==> src/rtl/rv_pkg.sv <==
`default_nettype none
// ============================================================================
//  Module      : rv_pkg
//  Description : Shared RV32I decode definitions. Holds the opcode and
//                format-code constants, the buffer state encoding, and the
//                packed decoded-entry type used by both the main and the skid
//                register of id_operand_stage.
//  Config      : ID_MULDIV_EN adds the is_muldiv field to the decoded entry.
//  Revision    : 1.0 - initial release
// ============================================================================
package rv_pkg;

  localparam int DATA_W = 32;

  // Major opcodes (instr[6:0])
  localparam logic [6:0] OP     = 7'b0110011;
  localparam logic [6:0] OP_IMM = 7'b0010011;
  localparam logic [6:0] LOAD   = 7'b0000011;
  localparam logic [6:0] STORE  = 7'b0100011;
  localparam logic [6:0] BRANCH = 7'b1100011;
  localparam logic [6:0] LUI    = 7'b0110111;
  localparam logic [6:0] AUIPC  = 7'b0010111;
  localparam logic [6:0] JAL    = 7'b1101111;
  localparam logic [6:0] JALR   = 7'b1100111;

  localparam logic [6:0] FUNCT7_MULDIV = 7'b0000001;

  // Instruction format codes
  localparam logic [2:0] FMT_R   = 3'd0;
  localparam logic [2:0] FMT_I   = 3'd1;
  localparam logic [2:0] FMT_S   = 3'd2;
  localparam logic [2:0] FMT_B   = 3'd3;
  localparam logic [2:0] FMT_U   = 3'd4;
  localparam logic [2:0] FMT_J   = 3'd5;
  localparam logic [2:0] FMT_ILL = 3'd7;

  // Two-entry buffer occupancy
  typedef enum logic [1:0] {
    ST_EMPTY = 2'd0,
    ST_FULL1 = 2'd1,
    ST_FULL2 = 2'd2
  } buf_state_e;

  typedef struct packed {
    logic [DATA_W-1:0] pc;
    logic [4:0]        rs1;
    logic [4:0]        rs2;
    logic [4:0]        rd;
    logic [11:0]       imm12;
    logic [DATA_W-1:0] imm;
    logic              opb_sel;
    logic [2:0]        fmt;
    logic              illegal;
`ifdef ID_MULDIV_EN
    logic              is_muldiv;
`endif
  } dec_entry_t;

endpackage
`default_nettype wire

==> src/rtl/rv_imm_gen.sv <==
`default_nettype none
// ============================================================================
//  Module      : rv_imm_gen
//  Description : Combinational RV32I immediate extender. Selects the
//                immediate layout by format code and sign-extends from
//                instr[31]. R and illegal formats yield zero.
//  Ports       : fmt   in  3   format code (rv_pkg FMT_*)
//                instr in  32  instruction word
//                imm   out 32  sign-extended immediate
//  Revision    : 1.0 - initial release
// ============================================================================
module rv_imm_gen
  import rv_pkg::*;
(
  input  logic [2:0]  fmt,
  input  logic [31:0] instr,
  output logic [31:0] imm
);

  // Opcode and funct3 never contribute to an immediate.
  logic unused_bits;
  assign unused_bits = ^{instr[14:12], instr[6:0]};

  always_comb begin
    imm = '0;
    case (fmt)
      FMT_I:   imm = {{20{instr[31]}}, instr[31:20]};
      FMT_S:   imm = {{20{instr[31]}}, instr[31:25], instr[11:7]};
      FMT_B:   imm = {{19{instr[31]}}, instr[31], instr[7], instr[30:25],
                      instr[11:8], 1'b0};
      FMT_U:   imm = {instr[31:12], 12'b0};
      FMT_J:   imm = {{11{instr[31]}}, instr[31], instr[19:12], instr[20],
                      instr[30:21], 1'b0};
      default: imm = '0;
    endcase
  end

endmodule
`default_nettype wire

==> src/rtl/id_operand_stage.sv <==
`default_nettype none
// ============================================================================
//  Module      : id_operand_stage
//  Description : Registered RV32I decode stage between fetch and the execute
//                operand mux. Decodes register indices, immediates and the
//                operand-B select, and buffers up to two entries (main + skid)
//                so in_ready comes straight from a flop.
//  Ports       : clk, rst_n (async active-low), flush (sync, top priority)
//                in_valid/in_ready/in_instr/in_pc        - fetch side
//                out_valid/out_ready/out_pc/out_rs1/out_rs2/out_rd/
//                out_imm12/out_imm/out_opb_sel/out_fmt/out_illegal
//                out_is_muldiv                           - ID_MULDIV_EN only
//  Config      : ID_MULDIV_EN enables M-extension recognition on opcode OP.
//  Revision    : 1.0 - initial release
// ============================================================================
module id_operand_stage
  import rv_pkg::*;
#(
  parameter int XLEN = 32
) (
  input  logic            clk,
  input  logic            rst_n,
  input  logic            flush,
  input  logic            in_valid,
  output logic            in_ready,
  input  logic [31:0]     in_instr,
  input  logic [XLEN-1:0] in_pc,
  output logic            out_valid,
  input  logic            out_ready,
  output logic [XLEN-1:0] out_pc,
  output logic [4:0]      out_rs1,
  output logic [4:0]      out_rs2,
  output logic [4:0]      out_rd,
  output logic [11:0]     out_imm12,
  output logic [XLEN-1:0] out_imm,
  output logic            out_opb_sel,
  output logic [2:0]      out_fmt,
  output logic            out_illegal
`ifdef ID_MULDIV_EN
  ,
  output logic            out_is_muldiv
`endif
);

  buf_state_e state_q, state_d;
  logic       in_ready_q, in_ready_d;
  logic       out_valid_q, out_valid_d;
  dec_entry_t main_q, main_d;
  dec_entry_t skid_q, skid_d;
  dec_entry_t dec;

  logic [6:0]  opcode;
  logic [6:0]  funct7;
  logic [2:0]  fmt;
  logic        opb_sel;
  logic        is_muldiv;
  logic [31:0] imm;
  logic        in_xfer;
  logic        out_xfer;

  // funct3 does not affect any decoded field here.
  logic unused_bits;
  assign unused_bits = ^in_instr[14:12];

  assign opcode = in_instr[6:0];
  assign funct7 = in_instr[31:25];

  always_comb begin
    fmt       = FMT_ILL;
    opb_sel   = 1'b0;
    is_muldiv = 1'b0;
    case (opcode)
      OP: begin
        if (funct7 == FUNCT7_MULDIV) begin
`ifdef ID_MULDIV_EN
          fmt       = FMT_R;
          opb_sel   = 1'b1;
          is_muldiv = 1'b1;
`else
          fmt       = FMT_ILL;
`endif
        end else begin
          fmt     = FMT_R;
          opb_sel = 1'b1;
        end
      end
      OP_IMM, LOAD, JALR: fmt = FMT_I;
      STORE:              fmt = FMT_S;
      BRANCH: begin
        fmt     = FMT_B;
        opb_sel = 1'b1;
      end
      LUI, AUIPC:         fmt = FMT_U;
      JAL:                fmt = FMT_J;
      default:            fmt = FMT_ILL;
    endcase
  end

  rv_imm_gen u_imm_gen (
    .fmt   (fmt),
    .instr (in_instr),
    .imm   (imm)
  );

  always_comb begin
    dec         = '0;
    dec.pc      = in_pc;
    dec.rs1     = in_instr[19:15];
    dec.rs2     = in_instr[24:20];
    // S and B formats reuse instr[11:7] as immediate bits, not a destination.
    dec.rd      = (fmt == FMT_S || fmt == FMT_B) ? 5'd0 : in_instr[11:7];
    dec.imm12   = in_instr[31:20];
    dec.imm     = imm;
    dec.opb_sel = opb_sel;
    dec.fmt     = fmt;
    dec.illegal = (fmt == FMT_ILL);
`ifdef ID_MULDIV_EN
    dec.is_muldiv = is_muldiv;
`endif
  end

  assign in_xfer  = in_valid && in_ready_q;
  assign out_xfer = out_valid_q && out_ready;

  always_comb begin
    state_d = state_q;
    main_d  = main_q;
    skid_d  = skid_q;
    if (flush) begin
      state_d = ST_EMPTY;
    end else begin
      case (state_q)
        ST_EMPTY: begin
          if (in_xfer) begin
            main_d  = dec;
            state_d = ST_FULL1;
          end
        end
        ST_FULL1: begin
          if (in_xfer && out_xfer) begin
            main_d  = dec;
          end else if (in_xfer) begin
            skid_d  = dec;
            state_d = ST_FULL2;
          end else if (out_xfer) begin
            state_d = ST_EMPTY;
          end
        end
        ST_FULL2: begin
          // in_ready is low here, so only the drain can happen.
          if (out_xfer) begin
            main_d  = skid_q;
            state_d = ST_FULL1;
          end
        end
        default: state_d = ST_EMPTY;
      endcase
    end
    in_ready_d  = (state_d != ST_FULL2);
    out_valid_d = (state_d != ST_EMPTY);
  end

  always_ff @(posedge clk or negedge rst_n) begin
    if (!rst_n) begin
      state_q     <= ST_EMPTY;
      in_ready_q  <= 1'b1;
      out_valid_q <= 1'b0;
      main_q      <= '0;
      skid_q      <= '0;
    end else begin
      state_q     <= state_d;
      in_ready_q  <= in_ready_d;
      out_valid_q <= out_valid_d;
      main_q      <= main_d;
      skid_q      <= skid_d;
    end
  end

  assign in_ready    = in_ready_q;
  assign out_valid   = out_valid_q;
  assign out_pc      = main_q.pc;
  assign out_rs1     = main_q.rs1;
  assign out_rs2     = main_q.rs2;
  assign out_rd      = main_q.rd;
  assign out_imm12   = main_q.imm12;
  assign out_imm     = main_q.imm;
  assign out_opb_sel = main_q.opb_sel;
  assign out_fmt     = main_q.fmt;
  assign out_illegal = main_q.illegal;
`ifdef ID_MULDIV_EN
  assign out_is_muldiv = main_q.is_muldiv;
`else
  logic unused_muldiv;
  assign unused_muldiv = is_muldiv;
`endif

endmodule
`default_nettype wire

==> config.mk <==
export PLATFORM = sky130hd
export DESIGN_NAME = id_operand_stage
export DESIGN_NICKNAME = d
export VERILOG_FILES = /design/src/rtl/rv_pkg.sv /design/src/rtl/rv_imm_gen.sv /design/src/rtl/id_operand_stage.sv
export SDC_FILE = /design/constraint.sdc
export NUM_CORES = 1
export LEC_CHECK = 0
export ABC_AREA = 1
export BUFFER_PORTS_ARGS = -buffer_cell sky130_fd_sc_hd__buf_2
export CAP_MARGIN = 30
export CORE_ASPECT_RATIO = 1.2
export CORE_MARGIN = 1.5
export CORE_UTILIZATION = 55
export DETAILED_ROUTE_END_ITERATION = 12
export PLACE_DENSITY = 0.84
export SYNTH_ARGS = -nofsm -noshare
export SYNTH_HDL_FRONTEND = slang
export SYNTH_HIERARCHICAL = 1
export SYNTH_SLANG_ARGS = --single-unit
export TNS_END_PERCENT = 30
==> constraint.sdc <==
create_clock -name clk -period 1.71 [get_ports clk]
set_input_delay 0.342 -clock clk [delete_from_list [all_inputs] [get_ports clk]]
set_output_delay 0.342 -clock clk [all_outputs]
set_load 0.05 [all_outputs]
==> results.json, run 1 <==
{
  "ys_seq_elements": 186,
  "cp.required_ns": 2.04,
  "yosys.area_share.simple_pct": 30.2,
  "io_pins": 167,
  "port_buffers": 166,
  "wl_per_cell_um": 15.3,
  "synth_top_family_by_area": "simple AND/OR/NAND/NOR gates",
  "dieWidth_um": 116,
  "cts_root_buffer": "clkbuf_16",
  "slew_violations": 0,
  "synthMuxAreaShare_pct": 0,
  "clock-skew-final_ns": 0.0134,
  "fmax_ghz": 0.609,
  "cts_tree": "yes",
  "area_growth_pct": 24.1,
  "antenna_found_initial": 0,
  "clockBufferDepth": 2,
  "reg2reg_to": "skid_q[95]",
  "slew_headroom_pct": 63.6,
  "timing.setup.critical_path_class": "register to register",
  "worstPathArrival_ns": 1.97,
  "ir_drop_uv": 1170,
  "fin_crit_sh_pct": 96.0,
  "vias_per_cell": 5.40,
  "path_clk_slew_ns": 0.07,
  "grt_pass1_wl_um": 36100,
  "fin_ws_ns": 0.0685,
  "hp-class": "input pin to register",
  "clkSinkCount": 186,
  "status": "finished, final reports clean",
  "r2r_cells": 8,
  "grt.total_usage_pct": 28.7,
  "placed_area_um2": 9770,
  "num_vias": 7848,
  "yosysTopAreaCellShare_pct": 55.0,
  "worst_pin_slew_ns": 0.546,
  "hold_end": "skid_q[90]",
  "syn_area_um2": 8420,
  "yosysSeqAreaShare_pct": 55.3,
  "final_layout_size_suffix_gt1_share_pct": 23.5,
  "worstSkewPairLatency_ns": 0.44,
  "core_um2": 15000,
  "critical_path_peak_fanout": 37,
  "synthAdderAreaFrac_pct": 0,
  "critPathLaunchType": "register",
  "die_area_um2": 16100,
  "stdcell_area_um2": 10400,
  "synth.net_count": 1138,
  "drtAntennaViolNets": 0,
  "setup_violations": 0,
  "synthesis.instances": 1069,
  "yosysTopAreaCell": "dfrtp_1",
  "remaining_drc_errors": 0,
  "avgSynthCellArea_um2": 7.88,
  "cap_violations": 0,
  "grt_max_degree": 69,
  "drt_first_pass_iters": 5,
  "first_global_vias": 7339,
  "synth_compound_area_share_pct": 8.19,
  "rsz0062_at_grt": "yes",
  "final_util_pct": 69.8,
  "fin_nets": 1305,
  "dp_hpwl_um": 15000,
  "min_period_ns": 1.64,
  "synth-xor-area-share_pct": 0,
  "reg2reg_slack_ns": 0.07,
  "p_leak_uw": 0.00540,
  "yosys_warnings": 6,
  "h-tree-depth": 4,
  "row_count": 49,
  "synth_cell_types": 21,
  "end_kind": "register",
  "final_hold_viol_count": 0,
  "routed_wl_um": 22300,
  "r2r-start": "state_q[0]",
  "place_ws_ns": -0.336,
  "start_util_pct": 56.3,
  "hp-start": "in_pc[26]",
  "cellPowerDensity_nw_per_um2": 1760,
  "drt-initial-drc-count": 737,
  "routabilityCongestion": 0.957,
  "synth_area_leaders": "dfrtp_1 55%, nand2_1 21%, a31oi_1 6.0%",
  "gr-total-overflow": 0,
  "die_h_um": 139,
  "holdPathStages": 3,
  "cts_made_buffers": 17
}
[what timing repair did]
item	in CTS	in global routing
endpoints found under the hold margin	51	0
setup endpoints to repair	0	129
buffers inserted	0	1
hold buffers	1	0
resized for setup	0	20
[cells in the final DEF, fill, tap and decap left out, types with 9 or more instances in the layout]
master / count
nand2_1: 473
dfrtp_1: 182
buf_2: 165
nor2_1: 104
a31oi_1: 81
nand3_1: 47
buf_4: 36
inv_1: 30
o21ai_0: 18
clkbuf_16: 17
buf_12: 13
nor2_2: 12
a21oi_1: 9
[where the power goes]
| part | internal (uW) | switching [uW] |
|---|---|---|
| sequential | 6080 | 930 |
| combinational | 1800 | 5610 |
| clock | 2230 | 1780 |
[flip-flops by register name (all words and copies together) (netlist names)]
name / count
out_illegal: 1
out_rs2: 4
out_valid: 1
out_imm12: 8
out_fmt: 3
out_rd: 5
in_ready: 1
out_imm: 32
out_pc: 32
out_opb_sel: 1
skid_q: 91
state_q: 2
out_rs1: 5
[critical path: stages, from the launching register on]
cell and delay (ns):
dfrtp_2 0.42, inv_1 0.06, nor2_2 0.12, nand4_1 0.18, nor2_4 0.28, inv_2 0.12, buf_12 0.19, nand2_1 0.09
nand2_1 0.06
[worst max-delay path by stage]
stage / slack (ns) / start / cells past startpoint / to
6_report: 0.07 / state_q[0] / 8 / skid_q[95]
5_1_grt: -0.02 / state_q[0] / 8 / skid_q[30]
4_1_cts: 0.02 / state_q[0] / 8 / skid_q[44]
3_5_place_dp: -0.34 / in_instr[4] / 15 / out_imm[20]
3_3_place_gp: -0.26 / in_instr[4] / 15 / out_imm[23]
2_1_floorplan: -0.06 / in_instr[2] / 15 / out_imm[10]
[cell usage after synthesis]
master / n
nand2_1: 482
dfrtp_1: 185
nor2_1: 119
a31oi_1: 81
nand3_1: 47
inv_1: 33
clkbuf_1: 31
buf_4: 21
o21ai_0: 19
buf_2: 15
a21oi_1: 9
inv_2: 7
o21ai_1: 6
nand4_1: 4
buf_1: 3
buf_6: 2
dfstp_2: 1
nand4_2: 1
nor2_2: 1
o211ai_2: 1
or2_2: 1
[cells by family after synthesis]
family,Yosys count
AO/OA/AOI/OAI,116
AND/OR/NAND/NOR,655
buffers and inverters,112
flip-flops,186
[routing by layer]
layer  routed length [um]  part of all wire, %  GRT usage, %  vias up
met5                    0                    0             0        -
met4                  709                  3.2          12.5        0
met3                 1570                  7.0          6.08       49
met2                10900                   49          46.1      352
met1                 9180                   41          37.5     3709
li1                     -                    -             -     3738
[per-stage QoR]
step | power, uW | hold WS (ns) | setup TNS, ns | instances
after global routing | 19400 | 0.111 | -0.217 | 1453
final | 18400 | 0.110 | 0 | 1454
after global placement | 14200 | 0.372 | -12.41 | 1418
after detailed placement | 14400 | 0.372 | -15.51 | 1418
after floorplan | 12400 | 0.0464 | -0.995 | 1069
after CTS | 18500 | 0.101 | 0 | 1451
[area by class of cell]
type | count | area [um^2]
multi-input combinational | 771 | 3330
timing repair buffer | 219 | 1430
antenna | 1 | 2.50
timing repair inverter | 1 | 5.00
sequential | 186 | 4660
fill | 1198 | 4510
tap | 204 | 255
clock inverter | 13 | 158
clock buffer | 19 | 443
inverter | 40 | 163
Power figures use the tool's default switching activity.
==> run 2, diff against run 1 <==
Settings changed: PLACE_DENSITY 0.84 to 0.85.
==> results.json, run 2 (same netlist as run 1, synthesis figures left out) <==
{
  "status": "complete, but fails checks",
  "violations": "negative setup slack",
  "critical_path_peak_fanout": 11,
  "drt-initial-drc-count": 1203,
  "power_uw": 18800,
  "drtAntennaViolNets": 0,
  "routabilityCongestion": 0.858,
  "slew_headroom_pct": 71.2,
  "vias_per_cell": 5.72,
  "min_period_ns": 1.75,
  "start_util_pct": 56.3,
  "clock-skew-final_ns": 0.00797,
  "hp-start": "in_pc[18]",
  "cellPowerDensity_nw_per_um2": 1730,
  "die_area_um2": 16100,
  "antenna_cells": 0,
  "grt_use_met2_pct": 48.5,
  "slew_violations": 0,
  "p_leak_uw": 0.00562,
  "hold_end": "skid_q[82]",
  "use_met1_pct": 37.4,
  "largest_register_ffs": 91,
  "die_h_um": 139,
  "cts_root_buffer": "clkbuf_16",
  "clkSinkCount": 186,
  "clockPowerShare_pct": 20.9,
  "r2r_cells": 7,
  "layout_common_cells": "464 x nand2_1, 183 x dfrtp_1, 164 x buf_2",
  "grt.total_usage_pct": 29.4,
  "cp.required_ns": 2.06,
  "area_growth_pct": 29.3,
  "layout.area.seq_um2": 4660,
  "end_kind": "register",
  "regMostFlops": "skid_q",
  "seq_power_share_pct": 37.8,
  "first_global_vias": 7654,
  "worstSkewPairLatency_ns": 0.45,
  "p_sw_uw": 8690,
  "h-tree-depth": 4,
  "drt_first_pass_iters": 6,
  "mostFrequentLayoutCell": "nand2_1",
  "pwr-share-comb_pct": 41.3,
  "r2r-start": "in_ready",
  "grt_pass1_wl_um": 37100,
  "grt-busiest-layer": "met2",
  "io_pins": 167,
  "reg2reg_to": "out_imm[21]",
  "routed_wl_um": 26500,
  "p_int_uw": 10100,
  "use_met3_pct": 5.68,
  "fill_cells": 1063,
  "clockBufferDepth": 2,
  "gr-total-overflow": 0,
  "setup_tns_ns": -0.0624,
  "port_buffers": 166,
  "fmax_ghz": 0.573,
  "final_hold_viol_count": 0,
  "fin_nets": 1327,
  "path_clk_slew_ns": 0.07,
  "swShare_pct": 46.2,
  "fin_ws_ns": -0.0353,
  "final_util_pct": 72.8,
  "cap_violations": 0,
  "worstPathArrival_ns": 2.10,
  "num_vias": 8435,
  "cts_tree": "yes",
  "cts_made_buffers": 17,
  "dieWidth_um": 116,
  "dp_hpwl_um": 15300,
  "fin_crit_sh_pct": 102,
  "critPathLaunchType": "input pin",
  "worst_pin_slew_ns": 0.432,
  "hp-class": "input pin to register",
  "setup_violations": 6,
  "core_um2": 15000,
  "timing.setup.critical_path_class": "input pin to register",
  "rsz0062_at_grt": "yes",
  "wl_per_cell_um": 17.9,
  "multi_input_area_um2": 3480,
  "reg2reg_slack_ns": -0.01,
  "grt_max_degree": 67,
  "holdPathStages": 3,
  "remaining_drc_errors": 0,
  "final_layout_size_suffix_gt1_share_pct": 27.2,
  "ir_drop_uv": 743,
  "antenna_found_initial": 0,
  "row_count": 49
}
## run 2: changes by cell type in the layout (fill, tap and decap cells not counted), sizes merged
cell and delta:
inv +3, diode -1, clkinvlp -1, buf +18, bufinv -1, clkbuf +3
## run 2: final cells by class
cell class              count  area share, %
well taps                 204           2.34
clock inverters            14           1.25
multi-input cells         771           32.0
flip-flops and latches    186           42.8
clock buffers              18           4.03
inverters                  40           1.63
repair inverters            1         0.0575
repair buffers            241           15.9
## run 2: power groups by stage
stage                     Combinational (uW)  Sequential, uW  Clock (uW)
after floorplan                         2230           10200           0
after global placement                  7220            7000           0
after detailed placement                7390            7090           0
after CTS                               7460            7030        3920
after global routing                    8260            7290        4130
final                                   7780            7110        3940
## run 2: what timing repair did
action                     CTS  global route
hold endpoints to repair    39             0
setup buffers                3            10
gates cloned                 0            10
gates resized for setup      8            68
pin swaps                    1            19
hold buffers                 1             0
setup endpoints to repair   35           106
## run 2: metrics by stage
stage | worst slack (ns) | std cells | instance area (um^2) | hold slack, ns
floorplan | -0.0641 | 1069 | 8490 | 0.0464
global placement | -0.523 | 1419 | 9760 | 0.327
detailed placement | -0.665 | 1419 | 9760 | 0.328
CTS | -0.00961 | 1455 | 10400 | 0.111
global route | -0.247 | 1475 | 10900 | 0.112
finish | -0.0353 | 1475 | 10900 | 0.112
## run 2: worst max-delay path by stage
stage / from / end / slack, ns / cells after the start
6_report: in_instr[25] / out_imm[21] / -0.04 / 15
5_1_grt: in_instr[25] / out_imm[11] / -0.25 / 16
4_1_cts: in_instr[4] / out_imm[22] / -0.01 / 14
3_5_place_dp: in_instr[4] / out_imm[22] / -0.67 / 14
3_3_place_gp: in_instr[4] / out_imm[27] / -0.52 / 14
2_1_floorplan: in_instr[2] / out_imm[10] / -0.06 / 15
## run 2: metal layers
layer | wire [um] | share of wire (%) | vias up
li1 | - | - | 3782
met5 | 0 | 0 | -
met2 | 13100 | 49 | 576
met4 | 1300 | 4.9 | 0
met3 | 2500 | 9.4 | 119
met1 | 9600 | 36 | 3958
## run 2: worst max-delay path, cell delays in order
cell and delay, ns:
buf_2 0.09, inv_1 0.04, nor2_1 0.09, nand2_1 0.11, nor2_2 0.22, nand2_2 0.10
nand2_2 0.07, nor2_2 0.04, nand2_2 0.08, buf_6 0.15, nand4_1 0.10, buf_4 0.22
nand3_1 0.13, nand2_1 0.07, a31oi_1 0.24
